==> src/rtl/pio_out_pulse_if.sv <==
// Avalon-MM s1 slave bus bundle for the pio_out_pulse register block.
interface pio_out_pulse_if;
  logic [2:0]  address;
  logic        chipselect;
  logic        write_n;
  logic [31:0] writedata;
  logic [31:0] readdata;

  modport master (
    output address, chipselect, write_n, writedata,
    input  readdata
  );

  modport slave (
    input  address, chipselect, write_n, writedata,
    output readdata
  );
endinterface

==> src/rtl/pio_out_pulse.sv <==
// Parametrised output PIO with set/clear registers and a timed-pulse engine.
// Optional macro PIO_OUT_PULSE_IRQ_EN adds a level irq output mirroring the done flag.
module pio_out_pulse #(
  parameter int unsigned      WIDTH       = 8,
  parameter logic [WIDTH-1:0] RESET_VALUE = '0,
  parameter int unsigned      CNT_W       = 16
) (
  input  logic             clk,
  input  logic             reset_n,
  pio_out_pulse_if.slave   bus,
  output logic [WIDTH-1:0] out_port
`ifdef PIO_OUT_PULSE_IRQ_EN
  ,
  output logic             irq
`endif
);

  localparam logic [2:0] ADDR_DATA   = 3'd0;
  localparam logic [2:0] ADDR_SET    = 3'd1;
  localparam logic [2:0] ADDR_CLEAR  = 3'd2;
  localparam logic [2:0] ADDR_LEN    = 3'd3;
  localparam logic [2:0] ADDR_PULSE  = 3'd4;
  localparam logic [2:0] ADDR_STATUS = 3'd5;

  localparam logic [0:0] IDLE   = 1'b0;
  localparam logic [0:0] ACTIVE = 1'b1;

  logic [0:0]       state, state_d;
  logic [WIDTH-1:0] out_q, out_d, out_wr;
  logic [CNT_W-1:0] len_q, len_d;
  logic [CNT_W-1:0] cnt_q, cnt_d;
  logic [WIDTH-1:0] mask_q, mask_d;
  logic             overrun_q, overrun_d;
  logic             done_q, done_d;
  logic             busy;
  logic             wr;
  logic [WIDTH-1:0] wd_bits;
  logic [CNT_W-1:0] wd_len;
  logic [31:0]      rd;
  logic             unused_wd;

  assign wr        = bus.chipselect & ~bus.write_n;
  assign wd_bits   = bus.writedata[WIDTH-1:0];
  assign wd_len    = bus.writedata[CNT_W-1:0];
  assign busy      = (state == ACTIVE);
  assign unused_wd = ^bus.writedata;

  // CPU-side write result on out_port, before any pulse toggle is folded in
  always_comb begin
    out_wr = out_q;
    if (wr) begin
      case (bus.address)
        ADDR_DATA:  out_wr = wd_bits;
        ADDR_SET:   out_wr = out_q | wd_bits;
        ADDR_CLEAR: out_wr = out_q & ~wd_bits;
        default:    out_wr = out_q;
      endcase
    end
  end

  // Next-state and pulse engine; set events are applied after write-1-to-clear
  always_comb begin
    state_d   = state;
    out_d     = out_wr;
    len_d     = len_q;
    cnt_d     = cnt_q;
    mask_d    = mask_q;
    overrun_d = overrun_q;
    done_d    = done_q;

    if (wr && bus.address == ADDR_LEN)
      len_d = (wd_len == '0) ? CNT_W'(1) : wd_len;

    if (wr && bus.address == ADDR_STATUS) begin
      if (bus.writedata[1]) overrun_d = 1'b0;
      if (bus.writedata[2]) done_d    = 1'b0;
    end

    case (state)
      IDLE: begin
        if (wr && bus.address == ADDR_PULSE && wd_bits != '0) begin
          out_d   = out_wr ^ wd_bits;
          mask_d  = wd_bits;
          cnt_d   = len_q;
          state_d = ACTIVE;
        end
      end
      ACTIVE: begin
        if (wr && bus.address == ADDR_PULSE)
          overrun_d = 1'b1;
        if (cnt_q == CNT_W'(1)) begin
          out_d   = out_wr ^ mask_q;
          cnt_d   = '0;
          done_d  = 1'b1;
          state_d = IDLE;
        end else begin
          cnt_d = cnt_q - CNT_W'(1);
        end
      end
      default: state_d = IDLE;
    endcase
  end

  always_ff @(posedge clk) begin
    if (!reset_n) begin
      state     <= IDLE;
      out_q     <= RESET_VALUE;
      len_q     <= CNT_W'(1);
      cnt_q     <= '0;
      mask_q    <= '0;
      overrun_q <= 1'b0;
      done_q    <= 1'b0;
    end else begin
      state     <= state_d;
      out_q     <= out_d;
      len_q     <= len_d;
      cnt_q     <= cnt_d;
      mask_q    <= mask_d;
      overrun_q <= overrun_d;
      done_q    <= done_d;
    end
  end

  // Read mux; write-only and unmapped addresses return zero
  always_comb begin
    case (bus.address)
      ADDR_DATA:   rd = 32'(out_q);
      ADDR_LEN:    rd = 32'(len_q);
      ADDR_STATUS: rd = {29'd0, done_q, overrun_q, busy};
      default:     rd = 32'd0;
    endcase
  end

  assign bus.readdata = rd;
  assign out_port     = out_q;

`ifdef PIO_OUT_PULSE_IRQ_EN
  assign irq = done_q;
`endif

endmodule
==> src/flat_wrapper.sv <==
// flat-port wrapper written by rule: the top's interface ports become plain ports
module pio_out_pulse_flat 
#(
  parameter int unsigned      WIDTH       = 8,
  parameter logic [WIDTH-1:0] RESET_VALUE = '0,
  parameter int unsigned      CNT_W       = 16
)
  (clk, reset_n, out_port, bus_address, bus_chipselect, bus_write_n, bus_writedata, bus_readdata);
  pio_out_pulse_if bus_i ();
  input  logic clk;
  input  logic reset_n;
  output logic [WIDTH-1:0] out_port;
  input wire logic [$bits(bus_i.address)-1:0] bus_address;
  input wire logic [$bits(bus_i.chipselect)-1:0] bus_chipselect;
  input wire logic [$bits(bus_i.write_n)-1:0] bus_write_n;
  input wire logic [$bits(bus_i.writedata)-1:0] bus_writedata;
  output wire logic [$bits(bus_i.readdata)-1:0] bus_readdata;
  assign bus_i.address = bus_address;
  assign bus_i.chipselect = bus_chipselect;
  assign bus_i.write_n = bus_write_n;
  assign bus_i.writedata = bus_writedata;
  assign bus_readdata = bus_i.readdata;
  pio_out_pulse #(.WIDTH(WIDTH), .RESET_VALUE(RESET_VALUE), .CNT_W(CNT_W)) u_core (.clk(clk), .reset_n(reset_n), .bus(bus_i), .out_port(out_port));
endmodule
==> config.mk <==
export PLATFORM = sky130hd
export DESIGN_NAME = pio_out_pulse_flat
export DESIGN_NICKNAME = d
export VERILOG_FILES = /design/src/rtl/pio_out_pulse_if.sv /design/src/rtl/pio_out_pulse.sv /design/src/flat_wrapper.sv
export SDC_FILE = /design/constraint.sdc
export NUM_CORES = 1
export LEC_CHECK = 0
export BUFFER_PORTS_ARGS = -buffer_cell sky130_fd_sc_hd__clkbuf_2
export CAP_MARGIN = 20
export CORE_MARGIN = 1.5
export CORE_UTILIZATION = 45
export CTS_CLUSTER_SIZE = 14
export DETAILED_ROUTE_END_ITERATION = 8
export GPL_TIMING_DRIVEN = 0
export MAX_ROUTING_LAYER = met4
export PLACE_DENSITY = 0.69
export SYNTH_ARGS = -nofsm -noshare
export SYNTH_HDL_FRONTEND = slang
export SYNTH_SLANG_ARGS = --single-unit
==> constraint.sdc <==
create_clock -name clk -period 2.8 [get_ports clk]
set_clock_uncertainty 0.2 [all_clocks]
set_input_delay 0.56 -clock clk [delete_from_list [all_inputs] [get_ports clk]]
set_output_delay 0.56 -clock clk [all_outputs]
set_load 0.02 [all_outputs]
Word level (Yosys, flattened, before mapping)
Index checks and enable logic that the tools add are counted. Widths: inputs -> output; s select.

Bits in registers: 51. Input port bits: 39.

Reductions and logical operators: 8. Multiplexer cells: 21. Add/subtract/negate cells: 1. Eq/ne operators: 7. Bitwise logic cells: 8.

Operators by type and width (count): $mux 16 (3); $pmux 16 s3 (1); $pmux 16 s2 (1); $mux 8 (3); $pmux 8 s3 (1); $eq 16x1->1 const B (1); $logic_not 16->1 (1); $pmux 8 s2 (1); $sub 16x1->16 const B (1); $xor 8x8->8 (2); $mux 1 (10); $and 8x8->8 (1); $not 8->8 (1); $or 8x8->8 (1); $reduce_bool 8->1 (1); $eq 3x2->1 const B (2); $eq 3x3->1 const B (2); $logic_and 1x1->1 (4); $eq 3x1->1 const B (1); $logic_not 3->1 (1); $ne 2x1->1 const B (1); $not 1->1 (2); $pmux 1 s2 (1); $reduce_and 2->1 (1); $and 1x1->1 (1).

Logic depth before layout (Yosys ltp)
Word-level depth: 7. Depth in mapped cells: 7.

Worst setup path before layout
No wires, ideal clock.

Kind: in2reg. Start: input port bus_address[2]. End: register u_core.cnt_q[11]. Library setup time: 117 ps. Arrival: 1973 ps. Setup slack: 510 ps. Stages: 6. Required time: 2483 ps. Cells stage by stage: buf_2 nand3b_1 a211oi_1 clkbuf_1 o22ai_1 a22o_1.

Cells in the longest elaborated chain, start to end: 4.

RTL lines: start, declared (RTL line flat_wrapper.sv:13) `input wire logic [$bits(bus_i.address)-1:0] bus_address;`; $eq 3x3->1 (RTL line pio_out_pulse.sv:81) `if (wr && bus.address == ADDR_PULSE && wd_bits != '0) begin`; $logic_and 1x1->1 (2 in a row) (RTL line pio_out_pulse.sv:81); $ne 2x1->1 (no line); end signal, assigned (RTL line pio_out_pulse.sv:117) `cnt_q <= cnt_d;`; end, declared (RTL line pio_out_pulse.sv:31) `logic [CNT_W-1:0] cnt_q, cnt_d;`.

Every way passes these cells. A chain may end at the register's enable or synchronous reset.

Final worst setup path
Start: register u_core.cnt_q[0]. End: register u_core.cnt_q[14].

Cells in the longest elaborated chain, start to end: 3. Elaborated cells on any way between the ends: 4.

RTL lines: $sub 16x1->16 or $eq 16x1->1 (tied branches) (RTL line pio_out_pulse.sv:97, pio_out_pulse.sv:91); $mux 16 (*) (RTL line pio_out_pulse.sv:91) `if (cnt_q == CNT_W'(1)) begin`; $pmux 16 s2 (*) (RTL line pio_out_pulse.sv:79) `case (state)`.

Mark *: on every way between the ends. The rest lies on a longest branch, timed or not.

==> impl_metrics.csv <==
group,metric,value,unit
finish,multi_input_area,1920,um^2
route,wl_per_cell,16.1,um
synth,synth-compound-area-share,28.3,%
clock_network,clk_pin_slew,100,ps
setup_path,path_class,"flop to flop",
min_path,hold_start,"u_core.mask_q[7]",
setup_path,reg2reg_slack,220,ps
job,max_cap_violations,0,
floorplanning,ios,79,
synth,synth_top_family_by_area,"compound AO/OA/AOI/OAI gates",
finish,drive_above_1_share,21.7,%
sta,holdWs,274,ps
sta,fin_crit,2580,ps
grt,grt_pass1_vias,2689,
floorplanning,die_y,86.7,um
power,max-vdd-ir-drop,0.000249,V
finish,area_growth,16.1,%
grt,grt_antenna_before_repair,0,
setup_path,worstReg2RegStart,"u_core.cnt_q[0]",
sta,drv_slew,0,
synth,synth_adder_area_share,0.794,%
run_status,outcome,"finished clean",
setup_path,worstRegToRegCells,5,
sta,setup_violations,0,
synth,synth_mux_area_share,4.13,%
power,p_leak,1.52,nW
grt,grt_max_degree,16,
setup_path,slowest_stage,"or4b_1",
sta,worstMarginPinSlew,906,ps
grt,grt_pass1_wl,14000,um
placement,dp_hpwl,6370,um
route,vias_per_cell,5.73,
grt,use_met2,37.3,%
placement,portBuffers,46,
setup_path,path_max_fanout,10,
floorplanning,core-area,6790,um^2
clock_network,cts_setup_buffers,0,
floorplanning,fp-row-count,30,
clock_network,cts_sinks,51,
route,drc,0,
route,dr_total_vias,3105,
synth,yosysTopAreaCell,"dfxtp_1",
route,routed_wl,8710,um
finish,antennaDiodeCount,0,
finish,nNetsFinal,486,
setup_path,arrival,2590,ps
floorplanning,die-area,7510,um^2
floorplanning,die_x,86.7,um
placement,place_congestion,0.901,
sta,worst_slew_margin_rel,39.5,%
sta,rsz0062_at_grt,"no",
synth,synth_edf_count,0,
route,drtAntennaViolNets,0,
power,powerDensity,414,nW/um^2
synth,syn_inst,377,
sta,clock.fmax,0.388,GHz
clock_network,clk_latency,310,ps
grt,gr-usage-met1,33.9,%
synth,syn_avg_cell_area,8.36,um^2
route,drt_iter0_drc,218,
clock_network,numCtsBuffers,5,
setup_path,cp_slowest_stage_delay,600,ps
floorplanning,start_util,46.4,%
sta,post-route-period-util,92.0,%
synth,syn_area,3150,um^2
grt,grt.busiest_layer,"met2",
grt,met3_usage,3.62,%
clock_network,cts_tree,"yes",
finish,fill_cells,663,
synth,synth_seq_area_share,32.4,%
finish,final_core_util,53.8,%
clock_network,postCtsHoldBufs,0,
finish,mostFrequentLayoutCells,"dfxtp_1, nand2_1, clkbuf_2, clkbuf_1",
finish,final_common_cell,"dfxtp_1",
grt,grt_usage,24.6,%
synth,synthArstFlopShare,0,%
setup_path,critPathLaunch,"u_core.cnt_q[0]",
synth,synth_top_area_share,32.4,%
clock_network,h-tree-depth,2,
setup_path,start_kind,"flop",
sta,hold_viol,0,
synth,synth-xor-area-share,0.278,%
synth,yosys_warnings,0,
synth,ys_top_cells_by_area,"dfxtp_1, nand2_1, a21boi_0",
synth,ys_ff_latch,51,
setup_path,endpoint_kind,"flop",
route,drtPass1Iterations,5,
setup_path,required,2810,ps
setup_path,worstReg2RegEnd,"u_core.cnt_q[14]",
min_path,hold_class,"flop to flop",
grt,grt.overflow.total,0,
finish,ff_latch_area,1020,um^2
clock_network,clockRootBuffer,"clkbuf_8",
synth,ys.flop_type,"dfxtp_1",
synth,synthDistinctLibCells,54,
setup_path,crit_end,"u_core.cnt_q[14]",
synth,synthSimpleGateAreaFrac,25.4,%
clock_network,clockBufferDepth,2,
setup_path,path_cells,"ha_1, or4b_1, o41ai_4, o22ai_1, a22o_1",
synthesized netlist by cell type (5+ instances only):
| cell | number |
|---|---|
| dfxtp_1 | 51 |
| nand2_1 | 46 |
| clkbuf_1 | 22 |
| a21boi_0 | 18 |
| nor2b_1 | 18 |
| a22oi_1 | 17 |
| buf_4 | 17 |
| mux2i_1 | 13 |
| nor2_1 | 13 |
| a22o_1 | 11 |
| and2_1 | 11 |
| o21ai_0 | 11 |
| nand3_1 | 9 |
| nor4_1 | 9 |
| o22ai_1 | 9 |
| a21bo_2 | 8 |
| a21oi_1 | 8 |
| inv_1 | 8 |
| or4_1 | 8 |
| and3_1 | 5 |
| or3_1 | 5 |
metrics by stage:
step	setup TNS, ps	instance area [um^2]	total power, W	std cells	setup slack (ps)
6_report	0	3660	0.00151	542	223
5_1_grt	0	3660	0.00158	542	79.3
4_1_cts	0	3650	0.00152	542	113
3_5_place_dp	-1840	3560	0.00107	534	-235
3_3_place_gp	-1100	3560	0.00106	534	-150
2_1_floorplan	0	3210	0.000983	392	510
how the worst min path moves through the flow:
stage,endpoint,slack [ps],cells after the start
after floorplan,u_core.cnt_q[11],240,1
after global placement,u_core.mask_q[7],250,2
after detailed placement,u_core.mask_q[7],260,2
after CTS,u_core.mask_q[7],270,2
after global routing,u_core.len_q[14],290,3
final,u_core.mask_q[7],270,2
layer usage:
metal	wire length, um	share of wire, %	up-vias
met5	0	0	-
met4	112	1.3	0
met3	464	5.3	14
met2	4100	47	97
met1	4040	46	1495
li1	-	-	1499
report_power, final:
group	switching, W	internal [W]	leakage [nW]	total, W
Clock	0.000255	0.000203	0.0484	0.000458
Sequential	0.0000166	0.000741	0.412	0.000758
Combinational	0.000178	0.000121	1.06	0.000299
Total	0.000450	0.00107	1.52	0.00151
flip-flops by register name, indices dropped and copies added, names as in the netlist:
signal and flops:
u_core.busy 1, u_core.cnt_q 16, u_core.done_q 1, u_core.len_q 16
u_core.mask_q 8, u_core.out_port 8, u_core.overrun_q 1
cell type report:
| cell class | count | share of cell area (%) |
|---|---|---|
| Sequential cell | 51 | 27.9 |
| Tap cell | 96 | 3.28 |
| Inverter | 8 | 0.821 |
| Clock inverter | 1 | 0.239 |
| Buffer | 44 | 6.60 |
| Timing Repair Buffer | 46 | 6.29 |
| Multi-Input combinational cell | 289 | 52.5 |
| Clock buffer | 7 | 2.36 |
critical path, delay by kind of cell, from the launching register on:
| family | cells | cell delay (ps) |
|---|---|---|
| and+or+nand+nor | 1 | 600 |
| adders and majority gates | 1 | 170 |
| DFF | 1 | 450 |
| AOI/OAI and AO/OA | 3 | 1070 |
what timing repair did:
action,4_1_cts,5_1_grt
endpoints found under the setup margin,0,10
endpoints found under the hold margin,0,0
resized for setup,0,1
kinds of logic after synthesis:
logic type,Yosys count
DFF,51
other,1
adders and majority gates,2
and+or+nand+nor,145
muxes,13
buffers and inverters,52
xor gates and xnor gates,1
AOI/OAI and AO/OA,112
Power figures use the tool's default switching activity.
